**src/rtl/uart_pkg.sv**
```systemverilog
// Shared UART definitions: parity-mode constants, transmitter FSM state
// encoding and a frame-length helper that the TX and RX blocks both use.
package uart_pkg;

    localparam int unsigned PARITY_NONE = 0;
    localparam int unsigned PARITY_ODD  = 1;
    localparam int unsigned PARITY_EVEN = 2;

    typedef enum logic [2:0] {
        ST_IDLE   = 3'd0,
        ST_START  = 3'd1,
        ST_DATA   = 3'd2,
        ST_PARITY = 3'd3,
        ST_STOP   = 3'd4
    } uart_state_e;

    // Clock cycles from the start-bit edge to the end of the last stop bit.
    function automatic int unsigned frame_clks(
        input int unsigned clks_per_bit,
        input int unsigned data_bits,
        input int unsigned parity,
        input int unsigned stop_bits
    );
        int unsigned par_bits;
        par_bits = (parity != PARITY_NONE) ? 1 : 0;
        return clks_per_bit * (1 + data_bits + par_bits + stop_bits);
    endfunction

endpackage

```
**src/rtl/uart_tx_fifo_sync_fifo.sv**
```systemverilog
// Synchronous show-ahead FIFO holding queued transmit words.
// Ports:
//   clk, rst_n   clock and asynchronous active-low reset
//   i_wr/i_wdata write strobe and word; ignored while full
//   i_pop        remove the head word; ignored while empty
//   o_head_c     current head word (read straight from storage)
//   o_level      occupancy 0..DEPTH
//   o_full       occupancy == DEPTH
//   o_empty      occupancy == 0
module sync_fifo #(
    parameter int unsigned WIDTH = 8,
    parameter int unsigned DEPTH = 4
) (
    input  logic                     clk,
    input  logic                     rst_n,
    input  logic                     i_wr,
    input  logic [WIDTH-1:0]         i_wdata,
    input  logic                     i_pop,
    output logic [WIDTH-1:0]         o_head_c,
    output logic [$clog2(DEPTH):0]   o_level,
    output logic                     o_full,
    output logic                     o_empty
);

    localparam int unsigned PTR_W = $clog2(DEPTH);
    localparam int unsigned LVL_W = PTR_W + 1;

    logic [WIDTH-1:0] r_mem [DEPTH];
    logic [PTR_W-1:0] r_wr_ptr;
    logic [PTR_W-1:0] r_rd_ptr;
    logic [LVL_W-1:0] r_level;
    logic             r_full;
    logic             r_empty;

    logic             w_wr_en;
    logic             w_pop_en;
    logic [LVL_W-1:0] w_level_nxt;

    // A write while full is dropped even if a pop frees a slot on the same edge.
    assign w_wr_en  = i_wr && !r_full;
    assign w_pop_en = i_pop && !r_empty;

    always_comb begin
        w_level_nxt = r_level;
        case ({w_wr_en, w_pop_en})
            2'b10:   w_level_nxt = r_level + LVL_W'(1);
            2'b01:   w_level_nxt = r_level - LVL_W'(1);
            default: w_level_nxt = r_level;
        endcase
    end

    // Storage needs no reset; validity is tracked by the pointers.
    always_ff @(posedge clk) begin
        if (w_wr_en) begin
            r_mem[r_wr_ptr] <= i_wdata;
        end
    end

    // Pointers wrap naturally since DEPTH is a power of two.
    always_ff @(posedge clk or negedge rst_n) begin
        if (!rst_n) begin
            r_wr_ptr <= '0;
            r_rd_ptr <= '0;
            r_level  <= '0;
            r_full   <= 1'b0;
            r_empty  <= 1'b1;
        end else begin
            if (w_wr_en) begin
                r_wr_ptr <= r_wr_ptr + PTR_W'(1);
            end
            if (w_pop_en) begin
                r_rd_ptr <= r_rd_ptr + PTR_W'(1);
            end
            r_level <= w_level_nxt;
            r_full  <= (w_level_nxt == LVL_W'(DEPTH));
            r_empty <= (w_level_nxt == '0);
        end
    end

    assign o_head_c = r_mem[r_rd_ptr];
    assign o_level  = r_level;
    assign o_full   = r_full;
    assign o_empty  = r_empty;

endmodule

```
**src/rtl/uart_tx_fifo.sv**
```systemverilog
// Parametrised UART transmitter with a write-side FIFO; queued words are
// sent back-to-back with no idle gap between frames.
// Ports:
//   clk         system clock, rising edge
//   rst         asynchronous active-low reset
//   data        word to queue (DATA_BITS wide, sent LSB first)
//   data_ready  write strobe; accepted when fifo_full=0
//   fifo_full   FIFO holds FIFO_DEPTH words
//   fifo_level  FIFO occupancy
//   busy        a frame is in progress
//   data_sent   one-cycle pulse at the end of each frame's final stop bit
//   tx          registered serial line, idles high
module uart_tx_fifo
    import uart_pkg::*;
#(
    parameter int unsigned DATA_BITS    = 8,
    parameter int unsigned CLKS_PER_BIT = 16,
    parameter int unsigned PARITY       = 0,
    parameter int unsigned STOP_BITS    = 1,
    parameter int unsigned FIFO_DEPTH   = 4
) (
    input  logic                          clk,
    input  logic                          rst,
    input  logic [DATA_BITS-1:0]          data,
    input  logic                          data_ready,
    output logic                          fifo_full,
    output logic [$clog2(FIFO_DEPTH):0]   fifo_level,
    output logic                          busy,
    output logic                          data_sent,
    output logic                          tx
);

    localparam int unsigned STOP_CLKS = STOP_BITS * CLKS_PER_BIT;
    localparam int unsigned BAUD_W    = $clog2(STOP_CLKS);
    localparam int unsigned BIT_W     = $clog2(DATA_BITS);

    localparam logic [BAUD_W-1:0] BAUD_BIT_LAST  = BAUD_W'(CLKS_PER_BIT - 1);
    localparam logic [BAUD_W-1:0] BAUD_STOP_LAST = BAUD_W'(STOP_CLKS - 1);
    localparam logic [BIT_W-1:0]  BIT_LAST       = BIT_W'(DATA_BITS - 1);

    // Reject illegal configurations at elaboration.
    if (DATA_BITS < 5 || DATA_BITS > 9) begin : g_bad_data_bits
        $error("uart_tx_fifo: DATA_BITS must be 5..9");
    end
    if (CLKS_PER_BIT < 2) begin : g_bad_clks_per_bit
        $error("uart_tx_fifo: CLKS_PER_BIT must be >= 2");
    end
    if (PARITY > PARITY_EVEN) begin : g_bad_parity
        $error("uart_tx_fifo: PARITY must be 0, 1 or 2");
    end
    if (STOP_BITS < 1 || STOP_BITS > 2) begin : g_bad_stop_bits
        $error("uart_tx_fifo: STOP_BITS must be 1 or 2");
    end
    if (FIFO_DEPTH < 2 || (FIFO_DEPTH & (FIFO_DEPTH - 1)) != 0) begin : g_bad_fifo_depth
        $error("uart_tx_fifo: FIFO_DEPTH must be a power of two >= 2");
    end

    uart_state_e           r_state;
    logic [BAUD_W-1:0]     r_baud;
    logic [BIT_W-1:0]      r_bit;
    logic [DATA_BITS-1:0]  r_shift;
    logic                  r_parity;
    logic                  r_tx;
    logic                  r_busy;
    logic                  r_sent;

    logic                  w_fifo_empty;
    logic [DATA_BITS-1:0]  w_fifo_head;
    logic                  w_bit_end;
    logic                  w_frame_end;
    logic                  w_pop;
    logic                  w_head_parity;

    assign w_bit_end   = (r_baud == BAUD_BIT_LAST);
    assign w_frame_end = (r_state == ST_STOP) && (r_baud == BAUD_STOP_LAST);

    // Frames start from IDLE or chain straight out of the last stop cycle.
    assign w_pop = !w_fifo_empty && ((r_state == ST_IDLE) || w_frame_end);

    assign w_head_parity = (PARITY == PARITY_ODD) ? ~^w_fifo_head : ^w_fifo_head;

    sync_fifo #(
        .WIDTH (DATA_BITS),
        .DEPTH (FIFO_DEPTH)
    ) u_fifo (
        .clk      (clk),
        .rst_n    (rst),
        .i_wr     (data_ready),
        .i_wdata  (data),
        .i_pop    (w_pop),
        .o_head_c (w_fifo_head),
        .o_level  (fifo_level),
        .o_full   (fifo_full),
        .o_empty  (w_fifo_empty)
    );

    // Frame FSM, baud/bit counters and shift register.
    always_ff @(posedge clk or negedge rst) begin
        if (!rst) begin
            r_state  <= ST_IDLE;
            r_baud   <= '0;
            r_bit    <= '0;
            r_shift  <= '0;
            r_parity <= 1'b0;
            r_tx     <= 1'b1;
            r_busy   <= 1'b0;
            r_sent   <= 1'b0;
        end else begin
            r_sent <= w_frame_end;
            if (w_pop) begin
                r_shift  <= w_fifo_head;
                r_parity <= w_head_parity;
                r_state  <= ST_START;
                r_baud   <= '0;
                r_tx     <= 1'b0;
                r_busy   <= 1'b1;
            end else begin
                case (r_state)
                    ST_IDLE: begin
                        r_tx   <= 1'b1;
                        r_busy <= 1'b0;
                    end
                    ST_START: begin
                        if (w_bit_end) begin
                            r_state <= ST_DATA;
                            r_baud  <= '0;
                            r_bit   <= '0;
                            r_tx    <= r_shift[0];
                        end else begin
                            r_baud <= r_baud + BAUD_W'(1);
                        end
                    end
                    ST_DATA: begin
                        if (w_bit_end) begin
                            r_baud <= '0;
                            if (r_bit == BIT_LAST) begin
                                if (PARITY != PARITY_NONE) begin
                                    r_state <= ST_PARITY;
                                    r_tx    <= r_parity;
                                end else begin
                                    r_state <= ST_STOP;
                                    r_tx    <= 1'b1;
                                end
                            end else begin
                                // Next bit is shift[1] before this edge's shift lands.
                                r_bit   <= r_bit + BIT_W'(1);
                                r_shift <= r_shift >> 1;
                                r_tx    <= r_shift[1];
                            end
                        end else begin
                            r_baud <= r_baud + BAUD_W'(1);
                        end
                    end
                    ST_PARITY: begin
                        if (w_bit_end) begin
                            r_state <= ST_STOP;
                            r_baud  <= '0;
                            r_tx    <= 1'b1;
                        end else begin
                            r_baud <= r_baud + BAUD_W'(1);
                        end
                    end
                    ST_STOP: begin
                        if (w_frame_end) begin
                            r_state <= ST_IDLE;
                            r_baud  <= '0;
                            r_tx    <= 1'b1;
                            r_busy  <= 1'b0;
                        end else begin
                            r_baud <= r_baud + BAUD_W'(1);
                        end
                    end
                    default: begin
                        r_state <= ST_IDLE;
                        r_baud  <= '0;
                        r_tx    <= 1'b1;
                        r_busy  <= 1'b0;
                    end
                endcase
            end
        end
    end

    assign tx        = r_tx;
    assign busy      = r_busy;
    assign data_sent = r_sent;

endmodule

```
**config.mk**
```make
export PLATFORM = sky130hd
export DESIGN_NAME = uart_tx_fifo
export DESIGN_NICKNAME = d
export VERILOG_FILES = /design/src/rtl/uart_pkg.sv /design/src/rtl/uart_tx_fifo_sync_fifo.sv /design/src/rtl/uart_tx_fifo.sv
export SDC_FILE = /design/constraint.sdc
export NUM_CORES = 1
export LEC_CHECK = 0
export BUFFER_PORTS_ARGS = -buffer_cell sky130_fd_sc_hd__buf_4
export CORE_MARGIN = 3
export CORE_UTILIZATION = 50
export CTS_BUF_LIST = sky130_fd_sc_hd__clkbuf_4 sky130_fd_sc_hd__clkbuf_8
export DETAILED_ROUTE_END_ITERATION = 7
export GPL_TIMING_DRIVEN = 0
export PLACE_DENSITY_LB_ADDON = 0.12
export SYNTH_ARGS = -nofsm -noshare
export SYNTH_HDL_FRONTEND = slang
export SYNTH_SLANG_ARGS = --single-unit
```
**constraint.sdc**
```tcl
create_clock -name clk -period 3.8 [get_ports clk]
set_input_delay 0.19 -clock clk [delete_from_list [all_inputs] [get_ports clk]]
set_output_delay 0.19 -clock clk [all_outputs]
set_load 0.01 [all_outputs]
```
==> impl_metrics.py <==
metrics = {
    "synth": {
        "synth_commonest_cells": "edfxtp_1 (32), dfrtp_1 (28), nand2_1 (16), o21ai_0 (13)",
        "synthTopCellsByArea": "edfxtp_1 (36%), dfrtp_1 (26%), mux4_2 (6.7%)",
        "synthArstFlopShare": 0.484,
        "synthAdderAreaFrac": 0.0447,
        "synth_most_common_cell": "edfxtp_1",
        "synth-edff-count": 32,
        "muxShareOfSynthArea": 0.106,
        "synth_top_family_by_area": "multiplexers",
        "synthDistinctLibCells": 43,
        "ys_seq_elements": 62,
        "syn_inst": 180,
        "synth-simple-area-share": 0.0819,
        "synth_ff_type": "edfxtp_1",
        "seq_area_frac_synth": 0.638,
        "synth_area_mm2": 0.00269,
        "synth_xor_area_frac": 0.0321,
        "yosysWarnings": 0,
        "synth_nets": 200,
        "synth-compound-area-share": 0.0717,
        "syn_area_per_cell_um2": 14.9,
        "yosys.area.top_type": "edfxtp_1",
        "synth_top_cell_area_share": 0.358,
    },
    "floorplanning": {
        "ios": 18,
        "start_util": 0.523,
        "dieHeight_um": 79.3,
        "fp.dieArea_mm2": 0.00629,
        "die_x_um": 79.3,
        "coreArea_mm2": 0.00514,
        "row_count": 26,
    },
    "clock_tree": {
        "cts_sinks": 62,
        "clk_path_buf_depth": 2,
        "h-tree-depth": 3,
        "cts_buffers": 9,
        "cts_tree": "built",
        "cts_hold_buffers": 1,
        "clk_pin_slew_ns": 0.07,
        "clk_root_buffer_cell": "clkbuf_8",
        "worstSkewPairLatency_ns": 0.34,
        "post_cts_resized": 0,
        "post_cts_buffers": 0,
    },
    "timing": {
        "finalSetupViolations": 0,
        "tns_ns": 0,
        "grt_setup_unrepaired": "no",
        "slew_headroom": 0.630,
        "timing.final.crit_share": 0.758,
        "clock.fmax_mhz": 347,
        "hold_viol": 0,
        "slew_violations": 0,
        "setup_slack_ns": 0.918,
        "tightest_slew_ns": 0.555,
        "skew_ns": 0.00851,
        "min_period_ns": 2.88,
    },
    "placement": {
        "pre_cts_ws_ns": 0.940,
        "gp_congestion": 0.807,
        "dp_hpwl_um": 3070,
        "io_buffers": 17,
        "postPlaceCellArea_mm2": 0.00290,
    },
    "setup_path": {
        "worst-path-buf-inv": 1,
        "critPathMaxStageDelay_ns": 0.43,
        "startpoint": "r_baud[0]",
        "r2r_end": "u_fifo.o_full",
        "cp.arrival_ns": 3.15,
        "crit_type": "flop to flop",
        "crit_required_ns": 4.07,
        "crit_path_top_delay_cell": "dfrtp_1",
        "r2r_slack_ns": 0.92,
        "crit_top_cell": "ha_1",
        "r2r_cells": 9,
        "critPathCaptureType": "flop",
        "r2r_start": "r_baud[0]",
        "path_delay_family": "adder cells",
        "crit_cells": 9,
        "startpoint_type": "flop",
        "cp_cell_sequence": "ha_1 -> nand3_2 -> a211oi_4 -> buf_6 -> ha_1 -> fa_1 -> mux2_2 -> or2_2 -> nor2b_1",
        "cp_max_fo": 10,
    },
    "grt": {
        "grt_pass1_vias": 1624,
        "grt-ovfl-total": 0,
        "grt_first_pass_wirelength_um": 7550,
        "grt_max_degree": 31,
        "antenna_found_initial": 0,
        "track_usage": 0.163,
    },
    "pwr": {
        "p_comb_frac": 0.320,
        "swShare": 0.330,
        "power_frac_seq": 0.453,
        "power.total_w": 0.00227,
        "power_density_mw_per_mm2": 735,
        "p_leak_nw": 1.28,
        "vdd_drop_max_v": 0.000365,
        "switchingPower_w": 0.000750,
        "intPower_w": 0.00152,
        "p_clk_frac": 0.227,
    },
    "cells_and_area": {
        "layout-drive-gt1-share": 0.285,
        "nets": 229,
        "syn_to_final_growth_pct": 15.1,
        "antenna_cells": 0,
        "stdcell_area_mm2": 0.00309,
        "utilization": 0.602,
    },
    "min_path": {
        "min_to": "u_fifo.r_mem[2][2]",
        "hp-class": "input port to flop",
        "hold_start": "data[2]",
        "hold-path-cell-count": 1,
    },
    "flow_run": {
        "cap_violations": 0,
    },
    "routing": {
        "drcViolationCount": 0,
        "postRouteAntennaNets": 0,
        "wirelength_um": 4340,
        "wl_per_cell_um": 15.3,
        "viasPerCell": 5.33,
        "dr.pass1.iters": 4,
        "vias": 1513,
        "drt-initial-drc-count": 87,
    },
    "outcome": {
        "status": "completed",
    },
}
==> power by group through the flow <==
stage	logic (W)	clock network [W]	registers, W
after global routing	0.000815	0.000574	0.00105
after CTS	0.000739	0.000534	0.00103
after detailed placement	0.000736	0	0.00104
after floorplan	0.000541	0	0.00103
after global placement	0.000702	0	0.00103
final	0.000726	0.000516	0.00103
==> cell type report <==
type                       count  area (um2)
buffer                         7        51.3
clock buffer                   9         124
clock inverter                 7        56.3
fill                         441        2050
inverter                       5        18.8
multi-input combinational    106         903
sequential                    62        1710
tap                           70        87.6
timing repair buffer          18         138
==> logic make-up after synthesis <==
family,Yosys count
mux,18
compound gates,28
simple gates,42
fa+ha+maj,9
buf+inv,12
flops,62
xor+xnor,9
==> worst reg2reg max path, cell delays in order (launching register included) <==
cell and delay, ns:
dfrtp_1 0.43, ha_1 0.25, nand3_2 0.24, a211oi_4 0.39, buf_6 0.19, ha_1 0.20
fa_1 0.42, mux2_2 0.28, or2_2 0.30, nor2b_1 0.11
==> through the flow <==
| step | hold WS, ns | cells |
|---|---|---|
| finish | 0.0459 | 284 |
| global route | 0.0166 | 284 |
| CTS | 0.0258 | 284 |
| detailed placement | 0.140 | 267 |
| global placement | 0.130 | 267 |
| floorplan | -0.106 | 180 |
==> how the worst max path moves through the flow <==
stage	to
2_1_floorplan	u_fifo.o_full
3_3_place_gp	u_fifo.o_empty
3_5_place_dp	u_fifo.o_full
4_1_cts	u_fifo.o_full
5_1_grt	u_fifo.o_empty
6_report	u_fifo.o_full
==> sequential cells by signal (all words and copies together) (netlist names) <==
signal and flops:
busy 1, data_sent 1, r_baud 4, r_bit 3, r_shift 8, r_state 3
tx 1, u_fifo.o_empty 1, u_fifo.o_full 1, u_fifo.o_level 3, u_fifo.r_mem 32, u_fifo.r_rd_ptr 2
u_fifo.r_wr_ptr 2
==> per-layer routing <==
layer,vias up,global-route usage,wire length (um)
li1,721,-,-
met1,757,0.193,1860
met2,30,0.268,2240
met3,5,0.0680,203
met4,0,0.0567,45
met5,-,0,0
==> placed cells by master, fill, tap and decap left out, drive strengths merged, types with 2 or more instances in the layout <==
cell type,n
mux2i,7
edfxtp,32
o21ai,14
clkbuf,10
mux2,3
buf,23
ha,8
dfstp,2
and3,2
nand3,3
mux4,8
xnor2,6
dfrtp,28
a21oi,2
nor2b,2
inv,8
nor3,3
and2,4
nand2,16
clkinv,3
xor2,3
or2,3
a31oi,2
a22o,3
nor2,6
Note: power is estimated with default switching activity, not from simulation.
